**src/rtl/dma_sched_pkg.sv**
```systemverilog
// dma_sched_pkg: shared types and constants for the DMA job scheduler.
//   - DMA controller register map and AXI widths (shared with the controller RTL)
//   - FSM state and register-index enums
//   - descriptor config field positions, AXI burst/size constants
//   - reg_offset(): register index -> byte offset inside the DMA slave

`ifndef DMA_DEFINES_SV
`define DMA_DEFINES_SV
`define ADDR_WIDTH      32
`define ID_BITS         4
`define LEN_BITS        8
`define SIZE_BITS       3
`define ADDR_ADDR_SRC   32'h0000_0000
`define ADDR_ADDR_DST   32'h0000_0004
`define ADDR_CONFIG_DMA 32'h0000_0008
`define ADDR_VALID      32'h0000_000C
`endif

package dma_sched_pkg;

    localparam int AW     = `ADDR_WIDTH;
    localparam int ID_W   = `ID_BITS;
    localparam int LEN_W  = `LEN_BITS;
    localparam int SIZE_W = `SIZE_BITS;
    localparam int DATA_W = 32;
    localparam int STRB_W = DATA_W / 8;

    localparam int CFG_W         = 13;
    localparam int CFG_BURST_MSB = 12;
    localparam int CFG_BURST_LSB = 11;
    localparam int CFG_SIZE_MSB  = 10;
    localparam int CFG_SIZE_LSB  = 8;
    localparam int CFG_LEN_MSB   = 7;
    localparam int CFG_LEN_LSB   = 0;

    localparam logic [1:0]        AXI_BURST_INCR = 2'b01;
    localparam logic [SIZE_W-1:0] AXI_SIZE_4B    = 3'd2;

    typedef enum logic [2:0] {
        ST_IDLE,
        ST_WR_REQ,
        ST_WR_RESP,
        ST_WAIT_IRQ,
        ST_CLEAR
    } state_e;

    typedef enum logic [1:0] {
        REG_SRC,
        REG_DST,
        REG_CFG,
        REG_VALID
    } reg_idx_e;

    function automatic logic [AW-1:0] reg_offset(input reg_idx_e idx);
        case (idx)
            REG_SRC: return `ADDR_ADDR_SRC;
            REG_DST: return `ADDR_ADDR_DST;
            REG_CFG: return `ADDR_CONFIG_DMA;
            default: return `ADDR_VALID;
        endcase
    endfunction

endpackage

```
**src/rtl/dma_sched_rr_arbiter.sv**
```systemverilog
// rr_arbiter: round-robin arbiter with an internal rotating pointer.
//   clk_i, rst_ni    clock, async active-low reset
//   req [N]          request vector
//   advance          a grant was taken; pointer moves past the winner
//   gnt [N]          one-hot grant (combinational)
//   gnt_idx          index of the granted requester
//   gnt_valid        at least one request present

module rr_arbiter #(
    parameter int N = 4,
    localparam int IW = (N > 1) ? $clog2(N) : 1
) (
    input  logic          clk_i,
    input  logic          rst_ni,
    input  logic [N-1:0]  req,
    input  logic          advance,
    output logic [N-1:0]  gnt,
    output logic [IW-1:0] gnt_idx,
    output logic          gnt_valid
);

    logic [IW-1:0] ptr_q;
    logic [IW-1:0] jj;
    int            j;

    // Scan from the farthest offset down so the requester closest to the
    // pointer is the one left standing.
    always_comb begin
        gnt     = '0;
        gnt_idx = '0;
        j       = 0;
        jj      = '0;
        for (int i = N - 1; i >= 0; i--) begin
            j  = (int'(ptr_q) + i) % N;
            jj = j[IW-1:0];
            if (req[jj]) begin
                gnt     = '0;
                gnt[jj] = 1'b1;
                gnt_idx = jj;
            end
        end
    end

    assign gnt_valid = |req;

    always_ff @(posedge clk_i or negedge rst_ni) begin
        if (!rst_ni) begin
            ptr_q <= '0;
        end else if (advance) begin
            ptr_q <= (gnt_idx == IW'(N - 1)) ? '0 : gnt_idx + 1'b1;
        end
    end

endmodule

```
**src/rtl/dma_sched.sv**
```systemverilog
// dma_sched: round-robin job scheduler in front of the single DMA controller.
// Grants one channel, programs SRC/DST/CONFIG/VALID over single-beat AXI
// writes, waits for the DMA interrupt, clears it and reports completion.
//   clk_i, rst_ni                      clock, async active-low reset
//   ch_req_i/src/dst/cfg               per-channel descriptors (flattened)
//   ch_ack_o, ch_done_o, ch_err_o      per-channel one-cycle pulses
//   busy_o, cur_ch_o                   status
//   m_aw*, m_w*, m_b*                  AXI write master to the DMA slave
//   dma_irq_i, dma_clear_irq_o         DMA interrupt and its clear
//
// state       | meaning
// ST_IDLE     | waiting for a request; grant, capture descriptor, ack
// ST_WR_REQ   | AW and W valid, each dropped after its own handshake
// ST_WR_RESP  | waiting for B; error aborts, else next register or wait
// ST_WAIT_IRQ | job running in the DMA controller
// ST_CLEAR    | clearing the interrupt until it reads back low

module dma_sched
    import dma_sched_pkg::*;
#(
    parameter int                      NUM_CH   = 4,
    parameter logic [`ADDR_WIDTH-1:0]  DMA_BASE = '0,
    parameter int                      AXI_ID   = 0,
    localparam int                     CH_W     = $clog2(NUM_CH)
) (
    input  logic                      clk_i,
    input  logic                      rst_ni,

    input  logic [NUM_CH-1:0]         ch_req_i,
    input  logic [NUM_CH*AW-1:0]      ch_src_i,
    input  logic [NUM_CH*AW-1:0]      ch_dst_i,
    input  logic [NUM_CH*CFG_W-1:0]   ch_cfg_i,
    output logic [NUM_CH-1:0]         ch_ack_o,
    output logic [NUM_CH-1:0]         ch_done_o,
    output logic [NUM_CH-1:0]         ch_err_o,
    output logic                      busy_o,
    output logic [CH_W-1:0]           cur_ch_o,

    output logic [ID_W-1:0]           m_awid,
    output logic [AW-1:0]             m_awaddr,
    output logic [LEN_W-1:0]          m_awlen,
    output logic [SIZE_W-1:0]         m_awsize,
    output logic [1:0]                m_awburst,
    output logic                      m_awvalid,
    input  logic                      m_awready,
    output logic [DATA_W-1:0]         m_wdata,
    output logic [STRB_W-1:0]         m_wstrb,
    output logic                      m_wlast,
    output logic                      m_wvalid,
    input  logic                      m_wready,
    input  logic [ID_W-1:0]           m_bid,
    input  logic [2:0]                m_bresp,
    input  logic                      m_bvalid,
    output logic                      m_bready,

    input  logic                      dma_irq_i,
    output logic                      dma_clear_irq_o
);

    state_e               state_q, state_nxt;
    reg_idx_e             reg_q, reg_nxt;
    logic                 aw_pend_q, aw_pend_nxt;
    logic                 w_pend_q, w_pend_nxt;
    logic [NUM_CH-1:0]    own_q;
    logic [NUM_CH-1:0]    ack_q, ack_nxt;
    logic [NUM_CH-1:0]    done_q, done_nxt;
    logic [NUM_CH-1:0]    err_q, err_nxt;
    logic [AW-1:0]        src_q, dst_q;
    logic [CFG_W-1:0]     cfg_q;
    logic [CH_W-1:0]      cur_q;
    logic [DATA_W-1:0]    cfg_word;

    logic [NUM_CH-1:0]    gnt;
    logic [CH_W-1:0]      gnt_idx;
    logic                 gnt_valid;
    logic                 advance;
    logic                 aw_done, w_done;
    logic                 unused_bid;

    // B id is not checked: there is only ever one write outstanding.
    assign unused_bid = ^m_bid;

    rr_arbiter #(.N(NUM_CH)) u_arb (
        .clk_i     (clk_i),
        .rst_ni    (rst_ni),
        .req       (ch_req_i),
        .advance   (advance),
        .gnt       (gnt),
        .gnt_idx   (gnt_idx),
        .gnt_valid (gnt_valid)
    );

    always_comb begin
        state_nxt   = state_q;
        reg_nxt     = reg_q;
        aw_pend_nxt = aw_pend_q;
        w_pend_nxt  = w_pend_q;
        ack_nxt     = '0;
        done_nxt    = '0;
        err_nxt     = '0;
        advance     = 1'b0;
        aw_done     = !aw_pend_q || m_awready;
        w_done      = !w_pend_q || m_wready;
        case (state_q)
            ST_IDLE: begin
                if (gnt_valid) begin
                    advance     = 1'b1;
                    ack_nxt     = gnt;
                    reg_nxt     = REG_SRC;
                    aw_pend_nxt = 1'b1;
                    w_pend_nxt  = 1'b1;
                    state_nxt   = ST_WR_REQ;
                end
            end
            ST_WR_REQ: begin
                if (m_awready) aw_pend_nxt = 1'b0;
                if (m_wready)  w_pend_nxt  = 1'b0;
                if (aw_done && w_done) state_nxt = ST_WR_RESP;
            end
            ST_WR_RESP: begin
                if (m_bvalid) begin
                    if (m_bresp != 3'b000) begin
                        done_nxt  = own_q;
                        err_nxt   = own_q;
                        state_nxt = ST_IDLE;
                    end else if (reg_q != REG_VALID) begin
                        reg_nxt     = reg_idx_e'(reg_q + 2'd1);
                        aw_pend_nxt = 1'b1;
                        w_pend_nxt  = 1'b1;
                        state_nxt   = ST_WR_REQ;
                    end else begin
                        state_nxt = ST_WAIT_IRQ;
                    end
                end
            end
            ST_WAIT_IRQ: begin
                if (dma_irq_i) state_nxt = ST_CLEAR;
            end
            ST_CLEAR: begin
                if (!dma_irq_i) begin
                    done_nxt  = own_q;
                    state_nxt = ST_IDLE;
                end
            end
            default: state_nxt = ST_IDLE;
        endcase
    end

    always_ff @(posedge clk_i or negedge rst_ni) begin
        if (!rst_ni) begin
            state_q   <= ST_IDLE;
            reg_q     <= REG_SRC;
            aw_pend_q <= 1'b0;
            w_pend_q  <= 1'b0;
            own_q     <= '0;
            ack_q     <= '0;
            done_q    <= '0;
            err_q     <= '0;
            src_q     <= '0;
            dst_q     <= '0;
            cfg_q     <= '0;
            cur_q     <= '0;
        end else begin
            state_q   <= state_nxt;
            reg_q     <= reg_nxt;
            aw_pend_q <= aw_pend_nxt;
            w_pend_q  <= w_pend_nxt;
            ack_q     <= ack_nxt;
            done_q    <= done_nxt;
            err_q     <= err_nxt;
            if (advance) begin
                own_q <= gnt;
                cur_q <= gnt_idx;
                src_q <= ch_src_i[gnt_idx*AW +: AW];
                dst_q <= ch_dst_i[gnt_idx*AW +: AW];
                cfg_q <= ch_cfg_i[gnt_idx*CFG_W +: CFG_W];
            end
        end
    end

    always_comb begin
        cfg_word = '0;
        cfg_word[CFG_BURST_MSB:CFG_BURST_LSB] = cfg_q[CFG_BURST_MSB:CFG_BURST_LSB];
        cfg_word[CFG_SIZE_MSB:CFG_SIZE_LSB]   = cfg_q[CFG_SIZE_MSB:CFG_SIZE_LSB];
        cfg_word[CFG_LEN_MSB:CFG_LEN_LSB]     = cfg_q[CFG_LEN_MSB:CFG_LEN_LSB];
    end

    // Payload fields are forced to zero while their valid is low so the
    // whole port reads zero when idle; reg_q only moves between writes, so
    // the payload is stable for as long as valid is high.
    always_comb begin
        m_wdata = '0;
        if (w_pend_q) begin
            case (reg_q)
                REG_SRC: m_wdata = DATA_W'(src_q);
                REG_DST: m_wdata = DATA_W'(dst_q);
                REG_CFG: m_wdata = cfg_word;
                default: m_wdata = 32'h1;
            endcase
        end
    end

    assign m_awvalid = aw_pend_q;
    assign m_awaddr  = aw_pend_q ? DMA_BASE + reg_offset(reg_q) : '0;
    assign m_awid    = aw_pend_q ? ID_W'(AXI_ID) : '0;
    assign m_awlen   = '0;
    assign m_awsize  = aw_pend_q ? AXI_SIZE_4B : '0;
    assign m_awburst = aw_pend_q ? AXI_BURST_INCR : 2'b00;
    assign m_wvalid  = w_pend_q;
    assign m_wstrb   = w_pend_q ? '1 : '0;
    assign m_wlast   = w_pend_q;
    assign m_bready  = (state_q == ST_WR_RESP);

    assign dma_clear_irq_o = (state_q == ST_CLEAR);
    assign busy_o          = (state_q != ST_IDLE);
    assign cur_ch_o        = cur_q;
    assign ch_ack_o        = ack_q;
    assign ch_done_o       = done_q;
    assign ch_err_o        = err_q;

endmodule
```
**config.mk**
```make
export PLATFORM = sky130hd
export DESIGN_NAME = dma_sched
export DESIGN_NICKNAME = d
export VERILOG_FILES = /design/src/rtl/dma_sched_pkg.sv /design/src/rtl/dma_sched_rr_arbiter.sv /design/src/rtl/dma_sched.sv
export SDC_FILE = /design/constraint.sdc
export NUM_CORES = 1
export LEC_CHECK = 0
export BUFFER_PORTS_ARGS = -buffer_cell sky130_fd_sc_hd__clkbuf_2
export CAP_MARGIN = 10
export CORE_AREA = 2 2 168 170
export DETAILED_ROUTE_END_ITERATION = 8
export DIE_AREA = 0 0 170 172
export PLACE_DENSITY = 0.56
export SLEW_MARGIN = 25
export SYNTH_ARGS = -nofsm -noshare
export SYNTH_HDL_FRONTEND = slang
export SYNTH_HIERARCHICAL = 1
export SYNTH_SLANG_ARGS = --single-unit
```
**constraint.sdc**
```tcl
create_clock -name clk_i -period 3.6 [get_ports clk_i]
set_input_delay 0 -clock clk_i [delete_from_list [all_inputs] [get_ports clk_i]]
set_output_delay 0 -clock clk_i [all_outputs]
set_load 0.05 [all_outputs]
```
### Word level (Yosys, flattened, before mapping)

Index checks and enable logic that the tools add are counted.

| cells by class | value |
|---|---|
| $add $sub $neg | 5 |
| multiply operators | 1 |
| order comparisons | 8 |
| equal/unequal tests | 17 |
| shift-type cells | 3 |
| mux-type cells | 62 |
| reduce and logical (&&, ||, !) cells | 20 |

Operator list:

| cell | count |
|---|---|
| $shiftx A128 B8 Y32 | 2 |
| $pmux W32 S3 | 1 |
| $mux W32 | 2 |
| $shiftx A52 B7 Y13 | 1 |
| $mux W4 | 11 |
| $mux W2 | 12 |
| $ne A2 B2 Y1 const B | 9 |
| $mux W1 | 17 |
| $mux W3 | 5 |
| $pmux W3 S5 | 1 |
| $lt A2 B3 Y1 const B | 4 |
| $pmux W4 S3 | 1 |
| $reduce_and A6 Y1 | 2 |
| $reduce_and A5 Y1 | 2 |
| $reduce_bool A3 Y1 | 3 |
| $bmux W1 S2 | 4 |
| $demux W1 S2 | 4 |
| $ge A2 B1 Y1 const B | 4 |
| $pmux W4 S2 | 1 |
| $add A2 B1 Y2 const B | 3 |
| $eq A3 B2 Y1 const B | 2 |
| $mul A2 B4 Y6 const B | 1 |
| $pmux W1 S3 | 2 |
| $logic_and A1 B1 Y1 | 5 |
| 13 further kinds | 17 |

| storage, ports and cells | value |
|---|---|
| register bits after elaboration | 104 |
| bits of input ports | 325 |
| output and inout port bits | 105 |
| logic and storage cells | 129 |

### Logic depth before layout (Yosys ltp)

Gate-level depths: netlist of the first run.

| logic depth | value |
|---|---|
| depth after elaboration | 11 |
| mapped depth | 12 |
| depth with buffers taken out | 9 |

### Cells and area by module

Netlist of the first run, hierarchy kept.

By module, submodules not included:

| module | instances | cells an instance | area each (um^2) | seq. area each (um^2) |
|---|---|---|---|---|
| dma_sched | 1 | 481 | 6676.4 | 2552.4 |
| rr_arbiter | 1 | 55 | 519.2 | 50.0 |

### Worst setup path before layout of the first run

No wires, ideal clock.

| timing | value |
|---|---|
| kind | register to register |
| from | register u_arb.ptr_q[0] |
| to | register dst_q[0] |
| arrival time | 3344 ps |
| data required time | 3475 ps |
| path slack | 131 ps |
| cell stages (with the launch flop) | 13 |
| buffers on the path | 4 |
| cell sequence | dfrtp_1 > buf_6 > inv_1 > ha_1 > mux4_2 > nor2b_1 > o21ai_1 > nand2_1 > clkbuf_2 > buf_6 > buf_6 > mux4_2 > mux2_2 |

| between the ends | value |
|---|---|
| word-level cells in the longest chain between the ends | 8 |
| elaborated cells between the ends (all ways) | 16 |

RTL lines:

| item | line | text |
|---|---|---|
| start, declared | dma_sched_rr_arbiter.sv:22 | `logic [IW-1:0] ptr_q;` |
| start signal, assigned | dma_sched_rr_arbiter.sv:50 | `ptr_q <= (gnt_idx == IW'(N - 1)) ? '0 : gnt_idx + 1'b1;` |
| $add A2 B2 Y2 | dma_sched_rr_arbiter.sv:34 | `j = (int'(ptr_q) + i) % N;` |
| $bmux W1 S2 | dma_sched_rr_arbiter.sv:36 | `if (req[jj]) begin` |
| $mux W1 (implied by the code) | dma_sched_rr_arbiter.sv:36 |  |
| $mux W2 (3 in series) | dma_sched_rr_arbiter.sv:36 |  |
| $mux W2 * | dma_sched_rr_arbiter.sv:36 |  |
| via gnt_idx[0] | dma_sched.sv:74 | `logic [CH_W-1:0] gnt_idx;` |
| $shiftx A128 B8 Y32 * | dma_sched.sv:175 | `dst_q <= ch_dst_i[gnt_idx*AW +: AW];` |
| end signal, assigned | dma_sched.sv:175 |  |
| end, declared | dma_sched.sv:68 | `logic [AW-1:0] src_q, dst_q;` |

The timed path passes the listed nets; every way through them passes the cells marked *. The select of a mux whose other input is x is not followed.
A chain may end at the register's enable or synchronous reset.

### Worst setup path after layout of the first run

| timing | value |
|---|---|
| from | register u_arb.ptr_q[0] |
| to | register dst_q[12] |

The elaborated chain is that of the path after synthesis.

==> results.md, run 1 <==
- Outcome: finished clean
- Most common cell after layout, fill and taps aside: clkbuf_2
- Combinational fraction of design power: 69.6%
- CTS root buf: clkbuf_16
- Die Y: 172 µm
- Leakage: 4.61 nW
- Setup slack, reg-to-reg: 0.41 ns
- Hold path endpoint: state_q[0]
- RSZ-0062 raised after global routing: false
- Net Sw Frac: 47.1%
- Post-layout min period: 3.19 ns
- Cell Area, Synth: 0.00720 mm²
- Ratio of cells with drive above 1 in the final layout: 64.7%
- Setup_tns: 0 ns
- Mean Syn Cell Area: 13.4 µm²
- CORE AREA: 0.0275 mm²
- CP Data Required Time: 3.83 ns
- Worst R2R Start: u_arb/ptr_q[0]
- Max Slew Vio Count: 0
- Fin Clk Skew: 0.0152 ns
- Die W: 170 µm
- Final setup viols: 0
- I/O pin count: 430
- Endpoints failing hold: 0
- Final net count: 1,232
- CTS max path bufs: 2
- Clk_lat worst skew: 0.35 ns
- HPWL after detailed placement: 17.9 mm
- Antenna Cells: 0
- PortBufs: 380
- Max Clk Rate: 314 MHz
- YS warnings: 6
- Post-synthesis cell count: 536
- DRC: 0
- CTS tree: yes
- Setup crit start kind: register
- Power Internal: 5.71 mW
- Starting DRT DRC Count: 361
- Largest net degree at the start of global routing: 50
- Tot GR Track Use: 15.0%
- Gr ovfl total: 0
- # rows: 61
- Crit share post-route: 88.5%
- Worst ir drop on vdd: 446 µV
- Primary FF master, synth: dfrtp_1
- Clock Power Share: 10.3%
- Flops & latches, synth: 104
- Initial core utilization: 26.2%
- Worst hold start: m_bresp[0]
- Vias per Instance: 4.73
- First-pass DRT Iterations: 6
- Routed Antenna Nets: 0
- Placer Congestion: 0.792
- Final wirelength: 22.6 mm
- Reg power frac: 20.1%
- Area grow syn2layout: 33.5%
- Worst EP arrival: 3.42 ns
- Routed len/inst: 18.2 µm
- CP Capture Type: register
- Via count: 5,885
- Switch Pwr: 5.09 mW
- Leading cell types in the layout, fill and taps excluded: 379 x clkbuf_2, 104 x dfrtp_1, 81 x mux2_2
- Clock buffer count from CTS: 9
- Placed standard-cell area: 0.00922 mm²
- Initial antenna violation count: 1
- Max-capacitance violation count: 0
- Setup CP Type: reg -> reg
- Relative slew slack: 39.4%
- Crit-path max FO: 41
- Min-delay worst type: in -> reg
- Post-CTS Setup Bufs: 0
- Final instance area: 0.00961 mm²
- Hold Path Depth: 3
- First-pass GRT wire length: 33.3 mm
- Post-synthesis sequential area ratio: 36.2%
- Reg clk slew, reported paths: 0.07 ns
- Power per cell area: 1120 mW/mm²
- Die area: 0.0292 mm²
- Slew of the pin with the lowest slew margin: 0.909 ns
- Post-synth EDFFs: 0
- R2r endpoint: dst_q[12]
- Vias in the first global route: 5,973
- Cells on worst reg2reg path: 9
- Cell variety after synth: 50
- Post-synth ARST share: 100%
- Htree depth: 3
- Clock Sinks: 104
==> layout make-up <==
cell class              count  area [µm²]
multi-input cells         374        4130
repair buffers            397        2070
clock buffers              11         253
flip-flops and latches    104        2600
fillers                  2772       17900
inverters                   8        30.0
well taps                 346         433
clock inverters             5        87.6
==> registers in the layout, summed over array words and instances (netlist names) <==
name,count
ch_err_o,4
ch_ack_o,4
cur_ch_o,2
ch_done_o,4
m_wlast,1
u_arb/ptr_q,2
reg_q,2
src_q,32
m_awvalid,1
cfg_q,13
dst_q,32
own_q,4
state_q,3
==> cells by family after synthesis <==
family	count (synthesis)	share of synthesized area, %
multiplexers	166	38.6
flip-flops	104	36.2
buffers and inverters	102	8.99
AND/OR/NAND/NOR	78	5.62
AO/OA/AOI/OAI	72	8.33
adder cells (fa/ha/maj)	13	2.26
other	1	0.0521
==> Yosys cell counts (6+ instances only) <==
cell type,n,area share [%]
a21oi_1,6,0.42
a222oi_1,16,2.2
a22oi_1,22,2.3
buf_2,12,0.83
buf_4,58,6.1
clkbuf_1,19,0.99
dfrtp_1,104,36
ha_1,13,2.3
inv_1,8,0.42
mux2_2,81,13
mux4_2,78,24
nand2_1,7,0.37
nor2_1,39,2.0
nor2b_1,9,0.78
==> worst max-delay path: stages, from the launching register on <==
cell and delay, ns:
dfrtp_1 0.34, inv_1 0.10, ha_1 0.39, mux4_2 0.60, nor2b_1 0.18, o21ai_1 0.15, nand2_4 0.14, buf_12 0.28
mux4_2 0.59, mux2_2 0.28
==> worst max path at each step <==
stage                end  slack, ns  cells past startpoint            from
2_1_floorplan   dst_q[0]       0.13                     12  u_arb/ptr_q[0]
3_3_place_gp   dst_q[12]       0.37                      9  u_arb/ptr_q[0]
3_5_place_dp   dst_q[12]       0.34                      9  u_arb/ptr_q[0]
4_1_cts        dst_q[12]       0.33                      9  u_arb/ptr_q[0]
5_1_grt        dst_q[12]       0.17                      9  u_arb/ptr_q[0]
6_report       dst_q[12]       0.41                      9  u_arb/ptr_q[0]
==> through the flow <==
stage               cells  worst slack, ns  utilization (%)  power [mW]  hold WS, ns
floorplan             580            0.131                -        8.23       -0.296
global placement     1224            0.369             33.5        9.77      -0.0709
detailed placement   1224            0.342             33.5        9.81      -0.0660
CTS                  1245            0.332             35.0        11.0       0.0145
global route         1245            0.174             35.0        11.5       0.0412
finish               1245            0.414             35.0        10.8       0.0353
==> repair_timing <==
item	CTS	global route
resized for setup	0	0
hold endpoints to repair	28	0
hold buffers	5	0
==> power by group through the flow <==
stage / clock (mW) / combinational (mW) / sequential (mW)
6_report: 1.11 / 7.51 / 2.17
5_1_grt: 1.21 / 8.08 / 2.25
4_1_cts: 1.17 / 7.63 / 2.18
3_5_place_dp: 0 / 7.61 / 2.20
3_3_place_gp: 0 / 7.59 / 2.18
2_1_floorplan: 0 / 6.04 / 2.19
==> metal layers <==
layer  track usage (%)  vias up  wire length [µm]
met5                 0        -                 0
met2              26.4      260             11700
met3              2.93        7              1270
met4              2.82        0               221
li1                  -     2710                 -
met1              19.2     2908              9440
No activity file was read; power rests on OpenSTA's default activity.
==> run 2: changes to the inputs <==
--- a/config.mk
+++ b/config.mk
@@ -10,6 +10,7 @@
 export CORE_AREA = 2 2 168 170
 export DETAILED_ROUTE_END_ITERATION = 8
 export DIE_AREA = 0 0 170 172
+export HOLD_SLACK_MARGIN = 0.12
 export PLACE_DENSITY = 0.56
 export SLEW_MARGIN = 25
 export SYNTH_ARGS = -nofsm -noshare
==> run 2 against run 1 <==
  * Synthesized area stayed put
  * Synthesized cell count stayed put
  * The run now fails in clock tree synthesis (4_1_cts)
==> results.md, run 2 <==
- Post_cts resized: 0
- Mean Syn Cell Area: 13.4 µm²
- Commonest cells in the netlist: 104 x dfrtp_1, 81 x mux2_2, 78 x mux4_2
- # rows: 61
- Cell variety after synth: 50
- Post-synthesis sequential area ratio: 36.2%
- Htree depth: 3
- Cell Area, Synth: 0.00720 mm²
- YS warnings: 6
- Top cell type's share of synthesized area: 36.2%
- Pre-CTS setup slack: 0.342 ns
- Post-synth EDFFs: 0
- Hold_buf cts: 249
- Clock buffer count from CTS: 9
- HPWL after detailed placement: 17.9 mm
- Most frequent cell after synthesis: dfrtp_1
- Die Y: 172 µm
- Post-CTS Setup Bufs: 0
- Outcome: aborted with a tool error
- I/O pin count: 430
- Initial core utilization: 26.2%
- Placer Congestion: 0.792
- Log Error: [ERROR RSZ-0060] Max buffer count reached.
- Flops & latches, synth: 104
- Cell taking the most area after synthesis: dfrtp_1
- Post-synth ARST share: 100%
- Stopping stage: clock tree synthesis (4_1_cts)
- CTS root buf: clkbuf_16
- Post-synthesis cell count: 536
- Clock Sinks: 104
- CTS max path bufs: 2
- Ranking of synthesized cells by area: dfrtp_1 36%, mux4_2 24%, mux2_2 13%
- Primary FF master, synth: dfrtp_1
- Die W: 170 µm
- PortBufs: 380
-- run 2: cell counts after synthesis --
Identical to the previous run, type by type.
-- run 2: cells by family after synthesis --
family / count (synthesis) / synth area share [%]
other cells: 1 / 0.0521
buf+inv: 102 / 8.99
mux: 166 / 38.6
flops: 104 / 36.2
simple gates: 78 / 5.62
fa+ha+maj: 13 / 2.26
compound gates: 72 / 8.33
-- run 2: through the flow --
stage / hold WS, ns / cells / area (µm²) / utilization [%]
floorplan: -0.296 / 580 / 7360 / -
global placement: -0.0709 / 1224 / 9220 / 33.5
detailed placement: -0.0660 / 1224 / 9220 / 33.5
==> run 3: changes to the inputs <==
--- a/config.mk
+++ b/config.mk
@@ -10,8 +10,7 @@
 export CORE_AREA = 2 2 168 170
 export DETAILED_ROUTE_END_ITERATION = 8
 export DIE_AREA = 0 0 170 172
-export HOLD_SLACK_MARGIN = 0.12
-export PLACE_DENSITY = 0.56
+export PLACE_DENSITY_LB_ADDON = 0.15
 export SLEW_MARGIN = 25
 export SYNTH_ARGS = -nofsm -noshare
 export SYNTH_HDL_FRONTEND = slang
==> constraint.sdc (replaced) <==
create_clock -name clk_i -period 4.7 [get_ports clk_i]
set_input_delay 0 -clock clk_i [delete_from_list [all_inputs] [get_ports clk_i]]
set_output_delay 0 -clock clk_i [all_outputs]
set_load 0.05 [all_outputs]
==> run 3 against run 2 <==
  * The run now ends clean
==> results.md, run 3 (synthesis results as in run 1) <==
- Outcome: finished clean
- CTS root buf: clkbuf_16
- Leakage: 4.58 nW
- Antenna Cells: 0
- Setup crit start kind: register
- CTS tree: yes
- # rows: 61
- Die area: 0.0292 mm²
- Leading cell types in the layout, fill and taps excluded: 379 x clkbuf_2, 104 x dfrtp_1, 81 x mux2_2
- Starting DRT DRC Count: 261
- Net Sw Frac: 48.0%
- Combinational fraction of design power: 69.6%
- Post-layout min period: 3.91 ns
- RSZ-0062 raised after global routing: false
- Placed cell count: 1,220
- CTS max path bufs: 2
- Vias in the first global route: 5,994
- Clock Power Share: 10.3%
- Fill cell count: 2,796
- Initial core utilization: 26.2%
- Power per cell area: 869 mW/mm²
- Most common cell after layout, fill and taps aside: clkbuf_2
- CORE AREA: 0.0275 mm²
- Post-Layout Cell Count: 1,240
- Routed Antenna Nets: 0
- First-pass GRT wire length: 34.7 mm
- Initial antenna violation count: 1
- Routed len/inst: 19.1 µm
- Placed standard-cell area: 0.00917 mm²
- Clock Sinks: 104
- Max Slew Vio Count: 0
- PortBufs: 380
- Endpoints failing hold: 0
- Vias per Instance: 4.75
- Clock buffer count from CTS: 9
- First-pass DRT Iterations: 5
- Htree depth: 3
- Crit-path max FO: 26
- Final setup viols: 0
- Worst EP arrival: 4.15 ns
- Max Clk Rate: 255 MHz
- CP max stage delay: 0.60 ns
- Top Registers: dst_q (32), src_q (32), cfg_q (13)
- Gr ovfl total: 0
- Reg power frac: 20.1%
- Via count: 5,891
- Ratio of cells with drive above 1 in the final layout: 64.5%
- Reg clk slew, reported paths: 0.08 ns
- CP dominant cell by count: mux4_2
- Worst ir drop on vdd: 553 µV
- Relative slew slack: 37.7%
- Power Internal: 4.31 mW
- Setup CP Type: reg -> reg
- Post_cts resized: 0
- DRC: 0
- I/O pin count: 430
- Clk_lat worst skew: 0.35 ns
- Final net count: 1,227
- Setup_tns: 0 ns
- Cells on worst reg2reg path: 9
- Switch Pwr: 3.98 mW
- Final instance area: 0.00954 mm²
- Slew of the pin with the lowest slew margin: 0.935 ns
- Hold Path Depth: 3
- Crit share post-route: 83.3%
- Die Y: 172 µm
- Min-delay worst type: in -> reg
- Critical-path cell list: inv_1, ha_1, mux4_2, nor2b_1, o21ai_1, nand2_4, buf_4, mux4_2, mux2_2
- HPWL after detailed placement: 18.1 mm
- CP Capture Type: register
- Tot GR Track Use: 15.7%
- Fin Clk Skew: 0.0120 ns
- Largest net degree at the start of global routing: 60
- Max-capacitance violation count: 0
- Placer Congestion: 0.764
- Slowest CP cell: mux4_2
- CP Data Required Time: 4.94 ns
- Die W: 170 µm
- Area grow syn2layout: 32.6%
- Final wirelength: 23.7 mm
run 3: final timing paths:
kind | slack, ns | from | endpoint
setup / recovery | 0.79 | u_arb/ptr_q[1] | src_q[6]
hold / removal | 0.02 | m_bresp[2] | state_q[0]
setup reg to reg | 0.79 | u_arb/ptr_q[1] | src_q[6]
hold reg to reg | 0.50 | own_q[1] | own_q[1]
max in group asynchronous | 3.30 | rst_ni | cfg_q[1]
min in group asynchronous | 0.26 | rst_ni | ch_err_o[0]
run 3: cell type report:
cell class,instances,area (µm²),area share [%]
inverters,8,30.0,0.315
repair buffers,392,2020,21.1
clock inverters,6,97.6,1.02
clock buffers,10,229,2.40
well taps,346,433,4.54
multi-input cells,374,4130,43.3
flip-flops and latches,104,2600,27.3
run 3: layer usage:
metal  share of wire (%)  track usage [%]  vias up
li1                    -                -     2711
met1                  43             20.6     2943
met2                  51             27.2      231
met3                 5.2             3.20        6
met4                0.59             2.82        0
met5                   0                0        -
run 3: worst max-delay path, delay by kind of cell (launching register included):
| kind | cells | cell delay, ns |
|---|---|---|
| flops | 1 | 0.53 |
| simple gates | 2 | 0.48 |
| mux | 3 | 1.46 |
| buf+inv | 2 | 0.66 |
| compound gates | 1 | 0.20 |
| fa+ha+maj | 1 | 0.42 |
run 3: repair_timing:
item | CTS | global route
hold endpoints to repair | 61 | 0
hold buffers | 4 | 0
setup buffers | 0 | 0
run 3: metrics by stage:
| step | worst slack [ns] | hold WS, ns | util [%] | total power, mW |
|---|---|---|---|---|
| 6_report | 0.786 | 0.0173 | 34.7 | 8.29 |
| 2_1_floorplan | 1.23 | -0.296 | - | 6.30 |
| 3_3_place_gp | 0.726 | 0.141 | 33.4 | 7.57 |
| 4_1_cts | 0.716 | 0.00683 | 34.7 | 8.49 |
| 5_1_grt | 0.450 | 0.0240 | 34.7 | 8.89 |
| 3_5_place_dp | 0.721 | 0.144 | 33.4 | 7.60 |
run 3: power by group through the flow:
stage                     registers [mW]  logic (mW)  clock network, mW
after CTS                           1.67        5.92              0.895
final                               1.66        5.77              0.856
after floorplan                     1.67        4.63                  0
after detailed placement            1.69        5.91                  0
after global routing                1.73        6.23              0.925
after global placement              1.69        5.88                  0
==> run 4: changes to the inputs <==
==> constraint.sdc (replaced) <==
create_clock -name clk_i -period 3.1 [get_ports clk_i]
set_input_delay 0 -clock clk_i [delete_from_list [all_inputs] [get_ports clk_i]]
set_output_delay 0 -clock clk_i [all_outputs]
set_load 0.05 [all_outputs]
==> run 4 against run 3 <==
  * Non-clock buffer count grew 33
  * Cell area grew 5.0%
  * Sequential share of layout area shrank 1.3 points
  * Clock-buffer cell count grew 1
  * Routed wire length grew 5.5%
  * Critical path depth grew 1
  * Global-route usage grew 0.22 points
  * Cell count grew 2.9%
==> results.md, run 4 (synthesis results as in run 1) <==
- Outcome: finished clean
- Crit-path max FO: 7
- CTS tree: yes
- Largest net degree at the start of global routing: 75
- Placer Congestion: 0.767
- Min-delay worst type: in -> reg
- Top Registers: dst_q (32), src_q (32), cfg_q (13)
- Die Y: 172 µm
- Setup slack after layout: 0.0915 ns
- CTS root buf: clkbuf_16
- Final instance area: 0.0100 mm²
- Final wirelength: 25.0 mm
- Die area: 0.0292 mm²
- Combinational fraction of design power: 73.0%
- Post-layout min period: 3.01 ns
- Starting DRT DRC Count: 339
- Gr ovfl total: 0
- Area grow syn2layout: 39.2%
- HPWL after detailed placement: 19.0 mm
- Clock Sinks: 104
- CTS max path bufs: 2
- Ratio of cells with drive above 1 in the final layout: 66.4%
- Fin Clk Skew: 0.00734 ns
- Setup CP Type: reg -> reg
- Worst EP arrival: 3.25 ns
- Net Sw Frac: 46.6%
- Fin Hold WS: 0.0899 ns
- Clock buffer count from CTS: 9
- Switch Pwr: 6.36 mW
- Tot GR Track Use: 15.9%
- Max Clk Rate: 332 MHz
- Worst ir drop on vdd: 754 µV
- Most common cell after layout, fill and taps aside: clkbuf_2
- Leading cell types in the layout, fill and taps excluded: 379 x clkbuf_2, 103 x dfrtp_1, 81 x mux2_2
- Die W: 170 µm
- Clock Power Share: 8.3%
- Reg clk slew, reported paths: 0.08 ns
- Reg power frac: 18.7%
- Initial core utilization: 26.2%
- Htree depth: 3
- First-pass GRT wire length: 35.0 mm
- Placed standard-cell area: 0.00941 mm²
- Leakage: 4.80 nW
- Clk_lat worst skew: 0.35 ns
- Slew of the pin with the lowest slew margin: 0.750 ns
- # rows: 61
- DRC: 0
- Pre-CTS setup slack: 0.0438 ns
- Vias in the first global route: 6,164
- Final setup viols: 0
- Utilization after layout: 36.5%
- Via count: 6,059
- Power per cell area: 1360 mW/mm²
- Placed cell count: 1,233
- Initial antenna violation count: 1
- Max-capacitance violation count: 0
- First-pass DRT Iterations: 6
- I/O pin count: 430
- Routed len/inst: 19.6 µm
- CORE AREA: 0.0275 mm²
- PortBufs: 380
- Endpoints failing hold: 0
- Relative slew slack: 50.0%
- Setup crit start kind: register
- Final net count: 1,261
- Max Slew Vio Count: 0
- Vias per Instance: 4.75
- CP Capture Type: register
- Routed Antenna Nets: 0
- CP Data Required Time: 3.34 ns
- Post-Layout Cell Count: 1,276
- Power Internal: 7.27 mW
- Crit share post-route: 97.0%
run 4: changes by cell type in the layout (fill, tap and decap cells not counted), moves of 2 or more:
cell / delta
buf_4: +13
buf_12: +8
inv_1: -2
dlygate4sd3_1: +3
clkbuf_16: +4
bufinv_16: -2
buf_6: +3
buf_16: +2
diode_2: +2
run 4: routing by layer:
layer	track usage [%]	up-vias	share of wire, %
li1	-	2784	-
met1	19.7	2985	42
met2	28.1	275	51
met3	3.46	15	5.7
met4	4.50	0	1.6
met5	0	-	0
run 4: power groups by stage:
| stage | combinational (mW) | clock [mW] | sequential (mW) |
|---|---|---|---|
| 2_1_floorplan | 7.23 | 0 | 2.54 |
| 3_3_place_gp | 9.32 | 0 | 2.59 |
| 3_5_place_dp | 9.35 | 0 | 2.59 |
| 4_1_cts | 9.38 | 1.19 | 2.57 |
| 5_1_grt | 10.7 | 1.23 | 2.65 |
| 6_report | 9.95 | 1.13 | 2.55 |
run 4: what timing repair did:
action / CTS / global route
hold buffers: 7 / 0
hold endpoints to repair: 77 / 0
buffers inserted: 0 / 12
endpoints found under the setup margin: 0 / 65
gates resized for setup: 0 / 6
run 4: worst max-delay path: stages, from the launching register on:
cell       delay (ns)
dfrtp_2          0.48
inv_6            0.06
ha_4             0.29
mux4_2           0.56
nor2b_4          0.17
o21ai_4          0.10
nand2_4          0.14
buf_4            0.16
clkbuf_16        0.17
mux4_2           0.51
mux2_2           0.27
run 4: metrics by stage:
step / TNS (ns) / total power [mW]
after floorplan: -0.192 / 9.77
after global placement: 0 / 11.9
after detailed placement: 0 / 11.9
after CTS: 0 / 13.1
after global routing: -0.0559 / 14.6
final: 0 / 13.6
run 4: path summary, 6_finish.rpt:
kind	cells past startpoint	to	from	slack [ns]
worst max register to register	10	src_q[23]	u_arb/ptr_q[0]	0.09
worst max-delay path	10	src_q[23]	u_arb/ptr_q[0]	0.09
worst min register to register	1	own_q[0]	own_q[0]	0.50
min in group asynchronous	2	ch_err_o[2]	rst_ni	0.26
max in group asynchronous	3	dst_q[27]	rst_ni	2.10
worst min-delay path	3	src_q[27]	ch_src_i[91]	0.09
run 4: layout make-up:
class | instances | area (µm²)
fillers | 2766 | 17500
multi-input cells | 375 | 4170
flip-flops and latches | 104 | 2600
repair buffers | 425 | 2490
well taps | 346 | 433
clock buffers | 11 | 243
clock inverters | 5 | 38.8
inverters | 8 | 35.0
diodes | 2 | 5.00
